[config.mk]
export PLATFORM = sky130hd
export DESIGN_NAME = vga_scanout
export DESIGN_NICKNAME = d
export VERILOG_FILES = /design/src/rtl/vga_scanout.sv
export SDC_FILE = /design/constraint.sdc
export NUM_CORES = 1
export LEC_CHECK = 0
export CAP_MARGIN = 20
export CORE_MARGIN = 3
export CORE_UTILIZATION = 50
export DETAILED_ROUTE_END_ITERATION = 8
export GPL_TIMING_DRIVEN = 0
export PLACE_DENSITY = 0.9
export SYNTH_ARGS = -nofsm -noshare
export SYNTH_HDL_FRONTEND = slang
export SYNTH_SLANG_ARGS = --single-unit
[constraint.sdc]
create_clock -name clock -period 5.26 [get_ports clock]
set_input_delay 1.052 -clock clock [delete_from_list [all_inputs] [get_ports clock]]
set_output_delay 1.052 -clock clock [all_outputs]
set_load 0.02 [all_outputs]
[src/rtl/vga_scanout.sv]
// vga_scanout: reads the 160x120x3 framebuffer through a 1-clock-latency
// synchronous port and drives 640x480@60 VGA pins from the 50 MHz clock.
// Every framebuffer word is replicated into a 4x4 block of screen pixels.
module vga_scanout #(
  parameter int H_ACTIVE    = 640,
  parameter int H_FP        = 16,
  parameter int H_SYNC      = 96,
  parameter int H_BP        = 48,
  parameter int V_ACTIVE    = 480,
  parameter int V_FP        = 10,
  parameter int V_SYNC      = 2,
  parameter int V_BP        = 33,
  parameter int FB_WIDTH    = 160,
  parameter int SCALE_SHIFT = 2
) (
  input  logic        clock,
  input  logic        reset,
  output logic [14:0] rd_addr,
  input  logic [2:0]  rd_data,
  output logic        frame_start,
  output logic        vblank,
  output logic        VGA_CLK,
  output logic        VGA_HS,
  output logic        VGA_VS,
  output logic        VGA_BLANK_N,
  output logic        VGA_SYNC_N,
  output logic [9:0]  VGA_R,
  output logic [9:0]  VGA_G,
  output logic [9:0]  VGA_B
);

  localparam int H_TOTAL = H_ACTIVE + H_FP + H_SYNC + H_BP;
  localparam int V_TOTAL = V_ACTIVE + V_FP + V_SYNC + V_BP;

  localparam logic [9:0]  H_LAST = 10'(H_TOTAL - 1);
  localparam logic [9:0]  V_LAST = 10'(V_TOTAL - 1);
  localparam logic [9:0]  H_ACT  = 10'(H_ACTIVE);
  localparam logic [9:0]  V_ACT  = 10'(V_ACTIVE);
  localparam logic [9:0]  HS_BEG = 10'(H_ACTIVE + H_FP);
  localparam logic [9:0]  HS_END = 10'(H_ACTIVE + H_FP + H_SYNC);
  localparam logic [9:0]  VS_BEG = 10'(V_ACTIVE + V_FP);
  localparam logic [9:0]  VS_END = 10'(V_ACTIVE + V_FP + V_SYNC);
  localparam logic [14:0] FB_W   = 15'(FB_WIDTH);

  logic       pix_phase_q, pix_phase_d;
  logic [9:0] h_cnt_q, h_cnt_d;
  logic [9:0] v_cnt_q, v_cnt_d;
  logic       hs_q, hs_d;
  logic       vs_q, vs_d;
  logic       blank_n_q, blank_n_d;
  logic [9:0] r_q, r_d, g_q, g_d, b_q, b_d;
  logic       fs_q, fs_d;
  logic       vblank_q, vblank_d;

  logic       tick, active, h_end, v_end;
  logic [9:0] fb_x, fb_y;

  // A tick is the clock edge that ends the high half of the pixel clock.
  assign tick   = pix_phase_q;
  assign h_end  = (h_cnt_q == H_LAST);
  assign v_end  = (v_cnt_q == V_LAST);
  assign active = (h_cnt_q < H_ACT) && (v_cnt_q < V_ACT);

  // Address follows the counters, so it is stable for a whole pixel period;
  // the RAM samples it mid-period and data is back before the next tick.
  assign fb_x    = h_cnt_q >> SCALE_SHIFT;
  assign fb_y    = v_cnt_q >> SCALE_SHIFT;
  assign rd_addr = active ? (15'(fb_y) * FB_W + 15'(fb_x)) : 15'd0;

  // Next-state: counters advance and pin registers reload only on ticks.
  always_comb begin
    pix_phase_d = ~pix_phase_q;
    h_cnt_d     = h_cnt_q;
    v_cnt_d     = v_cnt_q;
    hs_d        = hs_q;
    vs_d        = vs_q;
    blank_n_d   = blank_n_q;
    r_d         = r_q;
    g_d         = g_q;
    b_d         = b_q;
    vblank_d    = vblank_q;
    fs_d        = 1'b0;
    if (tick) begin
      h_cnt_d = h_end ? 10'd0 : h_cnt_q + 10'd1;
      if (h_end) v_cnt_d = v_end ? 10'd0 : v_cnt_q + 10'd1;
      // Colour and sync both come from the pre-tick counter sample.
      blank_n_d = active;
      r_d       = active ? {10{rd_data[2]}} : 10'd0;
      g_d       = active ? {10{rd_data[1]}} : 10'd0;
      b_d       = active ? {10{rd_data[0]}} : 10'd0;
      hs_d      = !((h_cnt_q >= HS_BEG) && (h_cnt_q < HS_END));
      vs_d      = !((v_cnt_q >= VS_BEG) && (v_cnt_q < VS_END));
      vblank_d  = (v_cnt_d >= V_ACT);
      fs_d      = h_end && v_end;
    end
  end

  // State and pin registers with asynchronous reset to idle pin levels.
  always_ff @(posedge clock or posedge reset) begin
    if (reset) begin
      pix_phase_q <= 1'b0;
      h_cnt_q     <= 10'd0;
      v_cnt_q     <= 10'd0;
      hs_q        <= 1'b1;
      vs_q        <= 1'b1;
      blank_n_q   <= 1'b0;
      r_q         <= 10'd0;
      g_q         <= 10'd0;
      b_q         <= 10'd0;
      fs_q        <= 1'b0;
      vblank_q    <= 1'b0;
    end else begin
      pix_phase_q <= pix_phase_d;
      h_cnt_q     <= h_cnt_d;
      v_cnt_q     <= v_cnt_d;
      hs_q        <= hs_d;
      vs_q        <= vs_d;
      blank_n_q   <= blank_n_d;
      r_q         <= r_d;
      g_q         <= g_d;
      b_q         <= b_d;
      fs_q        <= fs_d;
      vblank_q    <= vblank_d;
    end
  end

  assign VGA_CLK     = pix_phase_q;
  assign VGA_HS      = hs_q;
  assign VGA_VS      = vs_q;
  assign VGA_BLANK_N = blank_n_q;
  assign VGA_SYNC_N  = 1'b1;
  assign VGA_R       = r_q;
  assign VGA_G       = g_q;
  assign VGA_B       = b_q;
  assign frame_start = fs_q;
  assign vblank      = vblank_q;

endmodule
==> impl_metrics.ini, run 1 <==
[worst_setup_path]
cp.arrival_ns = 3.45
crit_start = v_cnt_q[3]
crit_type = flip-flop to primary output
crit_fanout = 10
worstPathRequired_ns = 4.21
critPathCaptureType = primary output
worstSetupStartpointType = flip-flop
rr_startpoint = v_cnt_q[5]

[global_route]
grt_pass1_wl_mm = 9.00
gr-total-overflow = 0
grt_start_max_net_pins = 20
grt_pass1_vias = 1930
grt_use_total = 0.211
antenna_found_initial = 0

[synthesis]
syn_inst = 259
async_flop_share = 1.00
ys_ff_latch = 29
synth_edf_count = 0
yosys_warnings = 0
ys.flop_type = dfrtp_1
syn-num-nets = 285
synth.distinct_cells = 50
seq_area_frac_synth = 0.316
syn_area_per_cell_um2 = 8.88
netlist_area_um2 = 2300

[drt]
first_pass_iters = 4
vias = 2076
routed_wl_mm = 5.43
viasPerCell = 5.54
wl_per_cell_um = 14.5
final_antenna_net_count = 0
first_iter_violations = 155
drc = 0

[placement]
gp_congestion = 0.828
dp_hpwl_mm = 4.08
portBuffers = 55

[die]
die_height_um = 73.8
core_um2 = 4380
dieArea_um2 = 5450
io_pins = 57
core.rowCount = 24
start_util = 0.525
fp.dieW_um = 73.8

[status]
status = finished clean

[final_layout]
antenna_cells = 0
drive_above_1_share = 0.152
ff_latch_area_um2 = 728
final_util = 0.698
multiInputGateArea_um2 = 1300
nFillCells = 336
final_net_count = 348
syn_to_final_growth_pct = 33.0

[timing]
finalSetupViolCount = 0
period_minus_slack_ns = 4.50
relSlewSlack = 0.450
fin_tns_setup_ns = 0
rsz0062_at_grt = no
hold_violations = 0
finalCritPeriodShare = 0.855
worst_pin_slew_ns = 0.819
clock_skew_ns = 0.00654
fmax_mhz = 222
finalMaxSlewViolations = 0

[cts]
cts_setup_buffers = 0
ctsResizeCount = 0
hold_buffers = 0
clk_path_buf_depth = 2
cts_tree = built
cts.htree.levels = 2
numCtsBuffers = 5
root_buffer = clkbuf_8
numClockSinks = 29
worstSkewPairLatency_ns = 0.28
cts.clk_slew.worst_paths_ns = 0.06

[power_and_ir_drop]
ir_drop_mv = 0.121
leakage_uw = 0.00139
power_density_nw_per_um2 = 174

[min_path]
min_from = vblank
min-delay-path-class = flip-flop to flip-flop

[run]
drv_cap = 0
worst max-delay path, stage by stage (launching register included):
cell	delay, ns
dfrtp_1	0.51
ha_1	0.35
ha_1	0.16
inv_1	0.06
fa_1	0.40
xnor2_1	0.23
nor2b_1	0.19
nand4_1	0.18
o311a_1	0.32
nor3_1	0.13
clkdlybuf4s50_1	0.63
synth_stat cells, drive strengths merged, types with 6 or more instances:
master	instances	share of area
a21o	6	0.020
a21oi	6	0.013
and2	9	0.024
buf	30	0.095
dfrtp	27	0.29
ha	19	0.10
inv	11	0.018
nand2	19	0.031
nand3	7	0.015
nand4	7	0.019
nor2	17	0.028
nor3	11	0.026
o21ai	13	0.028
or3	7	0.021
xnor2	14	0.053
cells in the final DEF, fill, tap and decap left out, types with 6 or more instances in the layout:
master           netlist  layout
nor3_1                10      10
and2_1                 9       9
or3_1                  6       6
nand4_1                7       7
nor2_1                17      17
dfrtp_1               27      27
o21ai_0               13      13
clkbuf_8               0       6
ha_1                  19      19
buf_4                 28      28
inv_1                 11      11
a21o_1                 6       6
xnor2_1               14      14
nand2_1               19      19
a21oi_1                6       6
clkdlybuf4s50_1        0      55
nand3_1                7       7
stage by stage:
stage | total power, µW | setup slack (ns) | hold WS (ns) | instances | cell area (µm²)
finish | 533 | 0.762 | 0.503 | 375 | 3060
detailed placement | 299 | 1.07 | 0.485 | 367 | 2940
floorplan | 267 | 1.57 | 0.512 | 259 | 2300
global route | 552 | 0.501 | 0.544 | 375 | 3060
CTS | 539 | 0.744 | 0.502 | 375 | 3060
global placement | 294 | 1.15 | 0.485 | 366 | 2920
layer usage:
metal / vias to the layer above / GRT usage / share of wire
li1: 1010 / - / -
met5: - / 0 / 0
met1: 967 / 0.262 / 0.41
met3: 19 / 0.0410 / 0.054
met2: 80 / 0.363 / 0.51
met4: 0 / 0.0684 / 0.025
registers in the layout, summed over array words and instances, names as in the netlist:
signal and flops:
VGA_B 1, VGA_BLANK_N 1, VGA_CLK 1, VGA_G 1
VGA_HS 1, VGA_R 1, VGA_VS 1, frame_start 1
h_cnt_q 10, v_cnt_q 10, vblank 1
path summary, 6_finish.rpt:
check / endpoint / slack [ns] / cells after the start
setup / recovery: rd_addr[14] / 0.76 / 10
hold / removal: vblank / 0.50 / 1
setup reg to reg: vblank / 3.02 / 6
hold reg to reg: vblank / 0.50 / 1
max in group asynchronous: VGA_HS / 3.60 / 3
min in group asynchronous: VGA_G[8] / 1.11 / 2
power breakdown:
group	internal, µW	total, µW	switching (µW)	leakage, µW
clock network	154	239	84.8	0.0000585
registers	224	228	3.33	0.000372
logic	37.3	66.6	29.3	0.000955
cell type report:
class / count / area share
repair buffers: 56 / 0.189
inverters: 12 / 0.0147
clock buffers: 7 / 0.0282
well taps: 52 / 0.0213
plain buffers: 33 / 0.0752
flip-flops and latches: 29 / 0.238
clock inverters: 1 / 0.00981
multi-input cells: 185 / 0.424
logic make-up (layout without fill, tap and decap cells):
logic type | count (synthesis) | in the layout | synth area share
simple gates | 98 | 98 | 0.232
compound gates | 46 | 46 | 0.136
buf+inv | 45 | 109 | 0.120
flops | 29 | 29 | 0.316
fa+ha+maj | 21 | 21 | 0.121
xor+xnor | 18 | 18 | 0.0685
other cells | 1 | 1 | 0.00163
mux | 1 | 1 | 0.00489
No activity file was read; power rests on OpenSTA's default activity.
==> run 2, diff against run 1 <==
Clock period 5.26 ns to 4.6 ns, I/O delays scaled along.
==> run 2 against run 1 <==
Net effect: cell area about the same; sequential share of layout area about the same; register-to-register slack got worse by 0.64 ns; via count decreased by 0.63%; global-route usage unchanged; cell count unchanged; critical path depth decreased by 2; combinational power increased by 14%.
==> impl_metrics.ini, run 2 (same netlist as run 1, synthesis figures left out) <==
[final_layout]
design_area_um2 = 3060
final_net_count = 348
antenna_cells = 0
drive_above_1_share = 0.152
syn_to_final_growth_pct = 33.1
final_common_cell = clkdlybuf4s50_1
nFillCells = 336
final_cell_mix = clkdlybuf4s50_1, buf_4, dfrtp_1
stdcell_count = 375
largestRegisters = h_cnt_q: 10 flops, v_cnt_q: 10 flops

[power_and_ir_drop]
leakage_uw = 0.00140
comb_power_share = 0.125
internal-power_uw = 476
power_switching_uw = 135
swShare = 0.221
power.clock.fraction = 0.449
ir_drop_mv = 0.139
power_density_nw_per_um2 = 199
p_seq_frac = 0.427

[drt]
first_pass_iters = 4
first_iter_violations = 156
final_antenna_net_count = 0
viasPerCell = 5.50
routed_wl_mm = 5.41
drc = 0
wl_per_cell_um = 14.4
vias = 2063

[worst_setup_path]
path_depth = 8
cp_num_buf_inv = 1
rr_worst_depth = 6
worstSetupStartpointType = flip-flop
slowest_stage = clkdlybuf4s50_1
crit_type = flip-flop to primary output
r2r-end = vblank
crit_family = compound AO/OA/AOI/OAI gates
critPathCaptureType = primary output
critPathMaxStageDelay_ns = 0.62
cp.arrival_ns = 3.37
worstPathRequired_ns = 3.68
rr_startpoint = v_cnt_q[5]
crit_chain = ha_1 > ha_1 > a211o_1 > and4b_1 > a311oi_1 > nand4_1 > a21oi_1 > clkdlybuf4s50_1
r2r_slack_ns = 2.38
crit_start = v_cnt_q[6]
endpoint = rd_addr[13]
crit_fanout = 9
crit_top_cell = ha_1

[timing]
hold_violations = 0
clock_skew_ns = 0.00761
relSlewSlack = 0.450
fin_tns_setup_ns = 0
period_minus_slack_ns = 4.29
finalMaxSlewViolations = 0
setup_slack_ns = 0.305
fmax_mhz = 233
finalCritPeriodShare = 0.934
rsz0062_at_grt = no
worst_pin_slew_ns = 0.819
finalSetupViolCount = 0

[cts]
cts_tree = built
cts.htree.levels = 2
hold_buffers = 0
worstSkewPairLatency_ns = 0.28
cts.clk_slew.worst_paths_ns = 0.07
numCtsBuffers = 5
cts_setup_buffers = 0
root_buffer = clkbuf_8
clk_path_buf_depth = 2
numClockSinks = 29

[die]
io_pins = 57
start_util = 0.525
dieArea_um2 = 5450
core_um2 = 4380
fp.dieW_um = 73.8
core.rowCount = 24
die_height_um = 73.8

[placement]
placed_cells = 367
portBuffers = 55
dp_hpwl_mm = 4.08
placed_area_um2 = 2940
dpl_worst_slack_ns = 0.542
gp_congestion = 0.828

[run]
drv_cap = 0

[global_route]
grt_use_total = 0.211
grt_pass1_wl_mm = 9.00
gr-total-overflow = 0
antenna_found_initial = 0
grt_pass1_vias = 1930
grt_start_max_net_pins = 20

[status]
status = finished clean

[min_path]
min-delay-path-class = flip-flop to flip-flop
[run 2: cell types whose count changed in the layout (fill, tap and decap cells not counted), sizes merged]
| cell | change |
|---|---|
| clkdlybuf4s50 | -1 |
| dlymetal6s2s | +1 |
[run 2: repair_timing]
action	CTS	global route
setup endpoints to repair	0	1
endpoints found under the hold margin	0	0
gates resized for setup	0	1
[run 2: worst register-to-register path, delay by kind of cell (launching register included)]
| family | cells | cell delay, ns |
|---|---|---|
| AO/OA/AOI/OAI | 3 | 0.49 |
| buffers and inverters | 1 | 0.21 |
| AND/OR/NAND/NOR | 2 | 1.01 |
| flip-flops | 1 | 0.42 |
[run 2: final cells by class]
class / count / area, µm² / share of cell area
inverters: 12 / 45.0 / 0.0147
well taps: 52 / 65.1 / 0.0212
repair buffers: 56 / 581 / 0.190
flip-flops and latches: 29 / 728 / 0.238
clock inverters: 1 / 30.0 / 0.00980
clock buffers: 7 / 86.3 / 0.0282
multi-input cells: 185 / 1300 / 0.424
plain buffers: 33 / 230 / 0.0752
[run 2: worst min path at each step]
stage,slack (ns),end,from,cells after the start
after floorplan,0.51,h_cnt_q[6],h_cnt_q[6],1
after global placement,0.49,vblank,vblank,1
after detailed placement,0.48,VGA_HS,VGA_HS,2
after CTS,0.50,vblank,vblank,1
after global routing,0.54,vblank,vblank,1
final,0.50,vblank,vblank,1
[run 2: stage by stage]
stage	hold slack [ns]	power (µW)	utilization
final	0.501	610	0.699
after global routing	0.544	631	0.699
after CTS	0.502	617	0.698
after floorplan	0.512	306	-
after global placement	0.485	337	0.665
after detailed placement	0.485	342	0.672
[run 2: power by group through the flow]
| stage | combinational, µW | sequential, µW | clock, µW |
|---|---|---|---|
| detailed placement | 77.1 | 265 | 0 |
| CTS | 77.3 | 260 | 279 |
| global placement | 72.0 | 265 | 0 |
| finish | 76.1 | 260 | 274 |
| floorplan | 39.9 | 266 | 0 |
| global route | 80.5 | 261 | 290 |
[run 2: metal layers]
metal / track usage / up-vias / wire [µm]
met5: 0 / - / 0
met1: 0.262 / 972 / 2210
met4: 0.0684 / 0 / 116
met2: 0.363 / 63 / 2810
li1: - / 1013 / -
met3: 0.0410 / 15 / 265
